File: config.mk
export PLATFORM = sky130hd
export DESIGN_NAME = sensor_scan_scheduler
export DESIGN_NICKNAME = d
export VERILOG_FILES = /design/src/rtl/sensor_scan_scheduler.sv
export SDC_FILE = /design/constraint.sdc
export NUM_CORES = 1
export LEC_CHECK = 0
export ABC_AREA = 1
export CAP_MARGIN = 20
export CORE_ASPECT_RATIO = 1.1
export CORE_UTILIZATION = 55
export CTS_CLUSTER_DIAMETER = 150
export DETAILED_ROUTE_END_ITERATION = 6
export DONT_BUFFER_PORTS = 1
export GPL_TIMING_DRIVEN = 0
export PLACE_DENSITY = 0.8
export SLEW_MARGIN = 20
export SYNTH_ARGS = -nofsm -noshare
export SYNTH_HDL_FRONTEND = slang
export SYNTH_SLANG_ARGS = --single-unit
File: constraint.sdc
create_clock -name clk -period 3.3 [get_ports clk]
set_input_delay 0.33 -clock clk [delete_from_list [all_inputs] [get_ports clk]]
set_output_delay 0.33 -clock clk [all_outputs]
set_load 0.1 [all_outputs]
File: src/rtl/sensor_scan_scheduler.sv
// Round-robin arbiter sharing one co_processor between four sensor channels.
// Define ALERT_STICKY_EN for alerts that latch until alert_clr.
module sensor_scan_scheduler #(
  parameter int SETTLE = 4
) (
  input  logic        clk,
  input  logic        rst_n,
  input  logic [3:0]  req,
  input  logic [31:0] ch_data,
  output logic [3:0]  ack,
  output logic [7:0]  cp_r0,
  output logic [1:0]  cp_check,
  input  logic        cp_q,
  input  logic [1:0]  cp_q1,
  input  logic [3:0]  alert_clr,
  output logic [3:0]  alert,
  output logic        busy,
  output logic        irq
);

  typedef enum logic [1:0] {
    IDLE,
    DRIVE,
    SAMPLE
  } state_t;

  state_t     state;
  state_t     state_nx;
  logic [3:0] cnt;
  logic [1:0] last;
  logic [1:0] pick;
  logic       found;
  logic       smp;
  logic       hit;
  logic [3:0] gsel;

  // first requester after the last grant, wrapping mod 4
  always_comb begin
    pick  = last;
    found = 1'b0;
    for (int k = 1; k <= 4; k++) begin
      if (!found && req[last + 2'(k)]) begin
        pick  = last + 2'(k);
        found = 1'b1;
      end
    end
  end

  always_ff @(posedge clk or negedge rst_n) begin
    if (!rst_n) state <= IDLE;
    else        state <= state_nx;
  end

  always_comb begin
    state_nx = state;
    unique case (state)
      IDLE:    if (found) state_nx = DRIVE;
      DRIVE:   if (cnt == 4'd0) state_nx = SAMPLE;
      SAMPLE:  state_nx = IDLE;
      default: state_nx = IDLE;
    endcase
  end

  always_comb begin
    smp  = (state == SAMPLE);
    busy = (state != IDLE);
    gsel = 4'b0001 << cp_check;
    ack  = smp ? gsel : 4'b0000;
    hit  = cp_q & (cp_q1 == cp_check);
  end

  // cp_check doubles as the grant register
  always_ff @(posedge clk or negedge rst_n) begin
    if (!rst_n) begin
      cnt      <= 4'd0;
      last     <= 2'd3;
      cp_r0    <= 8'h00;
      cp_check <= 2'd0;
    end else begin
      unique case (state)
        IDLE: begin
          if (found) begin
            cp_r0    <= ch_data[{pick, 3'b000} +: 8];
            cp_check <= pick;
            cnt      <= 4'(SETTLE - 1);
          end
        end
        DRIVE: begin
          if (cnt != 4'd0) cnt <= cnt - 4'd1;
        end
        SAMPLE:  last <= cp_check;
        default: ;
      endcase
    end
  end

`ifdef ALERT_STICKY_EN
  // clear first so a same-cycle hit wins
  always_ff @(posedge clk or negedge rst_n) begin
    if (!rst_n) alert <= 4'b0000;
    else alert <= (alert & ~alert_clr) | ({4{smp & hit}} & gsel);
  end
`else
  logic unused_clr;
  assign unused_clr = ^alert_clr;

  always_ff @(posedge clk or negedge rst_n) begin
    if (!rst_n)   alert           <= 4'b0000;
    else if (smp) alert[cp_check] <= hit;
  end
`endif

  always_ff @(posedge clk or negedge rst_n) begin
    if (!rst_n) irq <= 1'b0;
    else        irq <= |alert;
  end

endmodule

==> flow_metrics.tcl, run 1 <==
set metrics [dict create \
    status "complete, no violations" \
    syn_area_per_cell_um2 7.496 \
    min_delay_path_depth 4 \
    path_cells "nand2_1 -> nor2_2 -> buf_16" \
    relSlewSlack 0.2385 \
    initial_core_util 0.5830 \
    nNetsFinal 279 \
    place_hpwl_um 3050 \
    setup_tns_ps 0 \
    cts_setup_buffers 0 \
    first_pass_iters 4 \
    critical_path_class "register to output port" \
    final_common_cell "nand3_1" \
    io_pins 65 \
    cts_tree "built" \
    grt_pass1_wl_um 5796 \
    dieHeight_um 59.17 \
    arrival_ps 2170 \
    layout-drive-gt1-share 0.2208 \
    seq_area_frac_synth 0.3538 \
    numPortBuffers 0 \
    rrSetupSlack_ps 990 \
    clkLatencyLatePin_ps 320 \
    crit_fanout 6 \
    cts-root-buf "clkbuf_4" \
    hp-start "ch_data[31]" \
    drv_cap 0 \
    drv_slew 0 \
    grt_antenna_before_repair 0 \
    n_fill_cell 254 \
    drt_iter0_markers 54 \
    synth_seq_cells 23 \
    synth_cell_types 26 \
    clkTransAtPathRegs_ps 110 \
    post_drt_wl_per_cell_um 14.50 \
    syn_area_um2 1634 \
    die_w_um 53.97 \
    cts_buffers 3 \
    clock.fmax_mhz 400.1 \
    grt_usage 0.2557 \
    end_kind "output port" \
    hold_viol_final 0 \
    skew_ps 6.673 \
    final.min_clock_period_ps 2500 \
    grt-ovfl-total 0 \
    drc_errors 0 \
    routed_wl_um 3829 \
    vias 1514 \
    cts.sinks 23 \
    min_to "cp_r0[7]" \
    diodes 0 \
    worstReg2RegEnd "alert[3]" \
    worst_pin_slew_ps 1142 \
    fin_crit_sh 0.7575 \
    syn2layout_area_growth_pct 13.09 \
    worst_path_largest_cell_delay_ps 1110 \
    ant_nets 0 \
    slowest_stage "dfrtp_1" \
    critPathLaunchType "register" \
    viasPerCell 5.735 \
    setup_viol 0 \
    htree_levels 1 \
    cts.path.max_buffers 2 \
    holdCritPathClass "input port to register" \
    ys_warn_count 0 \
    ff2ff_path_depth 6 \
    rows 20 \
    core_area_um2 2803 \
    timing.critical_path.required_ps 2970 \
    dieArea_um2 3193 \
    grt_pass1_vias 1321 \
    syn_nets 265 \
    layout_common_cells "nand3_1, nand2_1, dfrtp_1, nand2_2, nor2_1" \
    gp_congestion 0.7383 \
    grt_max_degree 24 \
    r2r_start "cp_check[1]" \
    synth_cells 218 \
    rsz0062_at_grt "false" \
]
[logic make-up after synthesis]
logic type | synth area share
XOR/XNOR | 0.01608
buffers and inverters | 0.06814
AND/OR/NAND/NOR | 0.4900
AO/OA/AOI/OAI | 0.05667
adder cells (fa/ha/maj) | 0.01531
flip-flops | 0.3537
[state kept, by name, indices dropped and copies added, names as in the netlist]
name and count:
cnt 4, irq 1, last 2, cp_r0 8
alert 4, cp_check 2, state 2
[final cells by class]
class | instances | area [um^2] | share of cell area
well taps | 33 | 41.29 | 0.02234
repair buffers | 9 | 123.9 | 0.06703
clock buffers | 4 | 26.28 | 0.01422
multi-input cells | 175 | 967.2 | 0.5234
inverters | 15 | 61.31 | 0.03318
flip-flops and latches | 23 | 578.1 | 0.3128
plain buffers | 5 | 50.05 | 0.02708
[worst max-delay path: cells and delay by family, from the launching register on]
| kind | cells | cell delay, ps |
|---|---|---|
| flops | 1 | 1110 |
| simple gates | 2 | 520 |
| buf+inv | 1 | 210 |
[routing by layer]
metal  up-vias  track usage  wire length, um
met5         -            0                0
met4         0      0.08791               45
met3         5      0.06667              332
met2        45       0.4303             1945
met1       709       0.3128             1505
li1        755            -                -
[synth_stat cells]
library cell  count  area [um^2]
or4_1             1        7.510
o2111ai_1         1        8.760
ha_1              2        25.02
xnor2_1           2        17.52
nand2_1          52        195.2
inv_1            11        41.29
dfstp_2           2        52.55
buf_8             1        15.01
buf_6             2        22.52
nand3_1          57        285.3
inv_6             1        8.760
buf_2             1        5.000
nor2_1           16        60.06
nand2_2          14        87.58
xor2_1            1        8.760
a22oi_1           1        7.510
nand3_4           1        17.52
nor4_1            2        12.51
nand2_4          11        123.9
a21oi_4           1        16.27
dfrtp_1          21        525.5
inv_2             3        11.26
a21oi_1           6        30.03
nor2_4            1        11.26
buf_4             1        7.510
o21ai_0           6        30.03
[worst max-delay path by stage]
stage	slack [ps]	start	cells after the start	end
after floorplan	240	cp_check[1]	2	alert[0]
after global placement	80	cp_check[1]	2	alert[0]
after detailed placement	1020	cp_check[1]	6	alert[3]
after CTS	810	cp_check[1]	3	ack[2]
after global routing	740	cp_check[1]	3	ack[2]
final	800	cp_check[1]	3	ack[2]
[stage by stage]
step	setup slack [ps]	std cells	instance area (um^2)	hold slack, ps	utilization
2_1_floorplan	235.0	218	1640	34.41	-
3_3_place_gp	82.77	251	1682	35.02	0.6000
3_5_place_dp	1015	258	1807	35.02	0.6446
4_1_cts	807.3	263	1843	263.0	0.6576
5_1_grt	737.5	264	1848	275.4	0.6594
6_report	800.4	264	1848	257.6	0.6594
[timing repair]
item,in CTS,in global routing
endpoints found under the setup margin,0,0
resized for setup,0,0
endpoints found under the hold margin,23,13
hold buffers,1,1
Power of run 1 is not shown: default switching activity piles up to over one toggle a cycle in this logic, so the estimate is an artifact.
==> run 2, diff against run 1 <==
Settings changed: PLACE_DENSITY 0.8 to 0.83.
Clock period 3.3 ns to 2 ns, I/O delays scaled along.
==> run 2 against run 1 <==
Compared with the run above: register-to-register slack got worse by 970 ps; die area stayed put; non-clock buffer count did not move; sequential share of layout area fell by 0.65 points; flip-flop and latch count did not move; critical path type is now register to register.
==> flow_metrics.tcl, run 2 (same netlist as run 1, synthesis figures left out) <==
set metrics [dict create \
    cts-root-buf "clkbuf_4" \
    setup_viol 0 \
    syn2layout_area_growth_pct 17.00 \
    drv_cap 0 \
    grt-ovfl-total 0 \
    rsz0062_at_grt "true" \
    grt_pass1_vias 1267 \
    drv_slew 0 \
    viasPerCell 5.875 \
    timing.critical_path.required_ps 2200 \
    core_area_um2 2803 \
    routed_wl_um 4045 \
    drt_iter0_markers 64 \
    hold_viol_final 0 \
    nNetsFinal 279 \
    crit_fanout 8 \
    drc_errors 0 \
    cts.sinks 23 \
    clkTransAtPathRegs_ps 120 \
    clock.fmax_mhz 504.9 \
    place_hpwl_um 2771 \
    dieHeight_um 59.17 \
    htree_levels 1 \
    arrival_ps 2180 \
    top_register "cp_r0" \
    utilization 0.6821 \
    top_regs "cp_r0 (8), alert (4), cnt (4)" \
    grt_usage 0.2339 \
    end_kind "register" \
    dieArea_um2 3193 \
    rows 20 \
    fin_crit_sh 0.9903 \
    first_pass_iters 5 \
    critical_path_class "register to register" \
    gp_congestion 0.8003 \
    grt_pass1_wl_um 5499 \
    cts.path.max_buffers 2 \
    grt_antenna_before_repair 0 \
    critPathLaunchType "register" \
    cts_tree "built" \
    grt_max_degree 24 \
    post_drt_wl_per_cell_um 15.32 \
    die_w_um 53.97 \
    diodes 0 \
    skew_ps 3.405 \
    ant_nets 0 \
    stdcell_area_um2 1912 \
    largest_register_ffs 8 \
    postPlaceCellArea_um2 1733 \
    clkLatencyLatePin_ps 300 \
    min_delay_path_depth 4 \
    relSlewSlack 0.3818 \
    layout-drive-gt1-share 0.3030 \
    layout_common_cells "nand3_1, nand2_1, dfrtp_1, nand2_2, nand2_4" \
    holdCritPathClass "input port to register" \
    final_common_cell "nand3_1" \
    cts_buffers 3 \
    vias 1551 \
    io_pins 65 \
    numPortBuffers 0 \
    worst_pin_slew_ps 927.3 \
    ff2ff_path_depth 12 \
    final.min_clock_period_ps 1981 \
    status "complete, no violations" \
    initial_core_util 0.5830 \
]
[run 2: timing repair]
action | 4_1_cts | 5_1_grt
setup endpoints to repair | 2 | 11
gates cloned | 0 | 0
setup buffers | 0 | 6
hold buffers | 1 | 1
gates resized for setup | 2 | 20
pin swaps | 1 | 14
endpoints found under the hold margin | 23 | 21
[run 2: worst paths after layout]
kind	from	slack (ps)	to
worst min-delay path	ch_data[30]	140	cp_r0[6]
worst max-delay path	last[0]	20	cp_r0[2]
worst max register to register	last[0]	20	cp_r0[2]
worst min register to register	cnt[0]	500	cnt[0]
min in group asynchronous	rst_n	380	cnt[1]
max in group asynchronous	rst_n	1250	cp_check[0]
[run 2: final cells by class]
type / count / area [um^2]
Multi-Input combinational cell: 175 / 1066
Sequential cell: 23 / 585.6
Fill cell: 240 / 890.9
Clock buffer: 4 / 26.28
Buffer: 5 / 53.80
Tap cell: 33 / 41.29
Inverter: 15 / 63.81
Timing Repair Buffer: 9 / 75.07
[run 2: critical path, stage by stage, from the launching register on]
cell	delay (ps)
dfstp_2	590
buf_8	140
nand2_2	70
nand2_2	80
nand2_2	70
nand2_4	110
nand2_8	80
nand2_2	70
nand2_2	70
a21oi_4	300
nand3_1	130
nand3_1	100
nand2_1	60
[run 2: metrics by stage]
stage                     setup slack [ps]  cells  hold WS (ps)  TNS, ps
after global placement              -150.2    251        -95.11   -164.4
after detailed placement             121.7    252        -95.14        0
after CTS                            43.21    257         132.8        0
final                                19.44    264         143.4        0
after global routing                -63.34    264         168.7   -249.8
after floorplan                     -72.19    218        -95.59   -72.19
[run 2: routing by layer]
metal / vias to the layer above / GRT usage / share of wire
met1: 719 / 0.2987 / 0.39
li1: 749 / - / -
met4: 0 / 0.08059 / 0.014
met5: - / 0 / 0
met3: 8 / 0.04615 / 0.077
met2: 75 / 0.3898 / 0.52
Power of run 2 is left out for the same reason.
==> run 3, diff against run 2 <==
Settings changed: CORE_MARGIN from default to 5, GPL_ROUTABILITY_DRIVEN from default to 0.
==> run 3 against run 2 <==
Compared with the run above: maximum frequency grew 1.7%; first-iteration DRC count is 4.7% lower; die area rose by 30%; global-route usage is 2.7 points lower; setup slack improved by 33 ps; routed wire length up 3.3%; clock skew is 1.3 ps higher; clock-buffer cell count down 1; worst hold slack got worse by 18 ps; sequential share of layout area fell by 0.25 points; cell area grew 1.0%; critical path type unchanged; critical endpoint unchanged; largest cell class unchanged; highest routed layer unchanged.
==> flow_metrics.tcl, run 3 (same netlist as run 1, synthesis figures left out) <==
set metrics [dict create \
    timing.critical_path.required_ps 2220 \
    preCtsSetupSlack_ps 91.82 \
    setup_ws_ps 52.73 \
    cts_buffers 3 \
    status "complete, no violations" \
    final.min_clock_period_ps 1947 \
    grt_usage 0.2068 \
    rows 20 \
    relSlewSlack 0.3822 \
    post_drt_wl_per_cell_um 15.82 \
    nNetsFinal 279 \
    largest_register_ffs 8 \
    drv_cap 0 \
    grt_max_degree 24 \
    path_cells "buf_8 -> nand2_4 -> nand3_1 -> nand2_1 -> nor2_1 -> nand3_2 -> nand3_1 -> nand3_1 -> nand3_1 -> nand2_1" \
    n_fill_cell 248 \
    initial_core_util 0.5830 \
    ant_nets 0 \
    end_kind "register" \
    diodes 0 \
    cp_num_buf_inv 1 \
    critical_path_class "register to register" \
    worst_pin_slew_ps 926.7 \
    rsz0062_at_grt "true" \
    cts.sinks 23 \
    critPathLaunchType "register" \
    grt_antenna_before_repair 0 \
    routed_wl_um 4177 \
    cts_tree "built" \
    clkLatencyLatePin_ps 320 \
    top_regs "cp_r0 (8), alert (4), cnt (4)" \
    layout-drive-gt1-share 0.2987 \
    syn2layout_area_growth_pct 18.22 \
    cts.path.max_buffers 2 \
    clkTransAtPathRegs_ps 130 \
    vias 1531 \
    grt_pass1_wl_um 6596 \
    first_pass_iters 4 \
    fin_crit_sh 0.9736 \
    crit_fanout 8 \
    dieHeight_um 67.17 \
    skew_ps 4.679 \
    dieArea_um2 4162 \
    hold_viol_final 0 \
    io_pins 65 \
    crit_family "simple AND/OR/NAND/NOR gates" \
    final_common_cell "nand3_1" \
    htree_levels 1 \
    place_hpwl_um 3073 \
    viasPerCell 5.799 \
    grt-ovfl-total 0 \
    layout_common_cells "nand3_1, nand2_1, dfrtp_1, nand2_4, nand2_2" \
    core_area_um2 2803 \
    numPortBuffers 0 \
    die_w_um 61.97 \
    crit_top_cell "nand3_1" \
    grt_pass1_vias 1452 \
    top_register "cp_r0" \
    holdCritPathClass "input port to register" \
    drt_iter0_markers 61 \
    worst_path_largest_cell_delay_ps 620 \
    cts-root-buf "clkbuf_4" \
    slowest_stage "dfstp_2" \
    drc_errors 0 \
    clock.fmax_mhz 513.5 \
    setup_viol 0 \
    drv_slew 0 \
    arrival_ps 2170 \
]
-- run 3: layout make-up --
class | instances | area (um^2) | share of cell area
Buffer | 5 | 53.80 | 0.02785
Inverter | 15 | 66.31 | 0.03433
Tap cell | 33 | 41.29 | 0.02137
Sequential cell | 23 | 586.8 | 0.3038
Clock inverter | 1 | 5.005 | 0.002591
Clock buffer | 3 | 22.52 | 0.01166
Timing Repair Buffer | 9 | 105.1 | 0.05440
Multi-Input combinational cell | 175 | 1051 | 0.5440
-- run 3: worst register-to-register path: stages (launching register included) --
cell and delay [ps]:
dfstp_2 620, buf_8 140, nand2_4 60, nand3_1 140
nand2_1 130, nor2_1 170, nand3_2 170, nand3_1 130
nand3_1 110, nand3_1 110, nand2_1 50
-- run 3: timing repair --
item / CTS / global route
cloned: 0 / 1
endpoints found under the hold margin: 23 / 21
endpoints found under the setup margin: 3 / 10
gates resized for setup: 2 / 21
hold buffers: 1 / 1
pin swaps: 1 / 4
setup buffers: 0 / 5
-- run 3: final timing paths --
check | startpoint | end | slack (ps) | cells after the start
min | ch_data[28] | cp_r0[4] | 130 | 4
min in group asynchronous | rst_n | alert[0] | 360 | 2
min reg2reg | cnt[0] | cnt[0] | 510 | 1
max reg2reg | last[0] | cp_r0[2] | 50 | 10
max | last[0] | cp_r0[2] | 50 | 10
max in group asynchronous | rst_n | cp_check[1] | 1250 | 2
-- run 3: per-layer routing --
| layer | global-route usage | vias up | part of all wire |
|---|---|---|---|
| met5 | 0 | - | 0 |
| met4 | 0.07958 | 0 | 0.017 |
| met3 | 0.03824 | 10 | 0.054 |
| met2 | 0.3290 | 43 | 0.53 |
| met1 | 0.2743 | 726 | 0.40 |
| li1 | - | 752 | - |
-- run 3: through the flow --
step,hold WS [ps],utilization,instances,cell area [um^2],setup TNS (ps)
2_1_floorplan,-95.59,-,218,1677,-72.19
3_3_place_gp,-95.03,0.6129,251,1718,-177.8
3_5_place_dp,-94.99,0.6183,252,1733,0
4_1_cts,131.1,0.6335,257,1775,0
5_1_grt,145.2,0.6893,264,1932,-488.7
6_report,125.7,0.6893,264,1932,0
Power of run 3 is left out for the same reason.
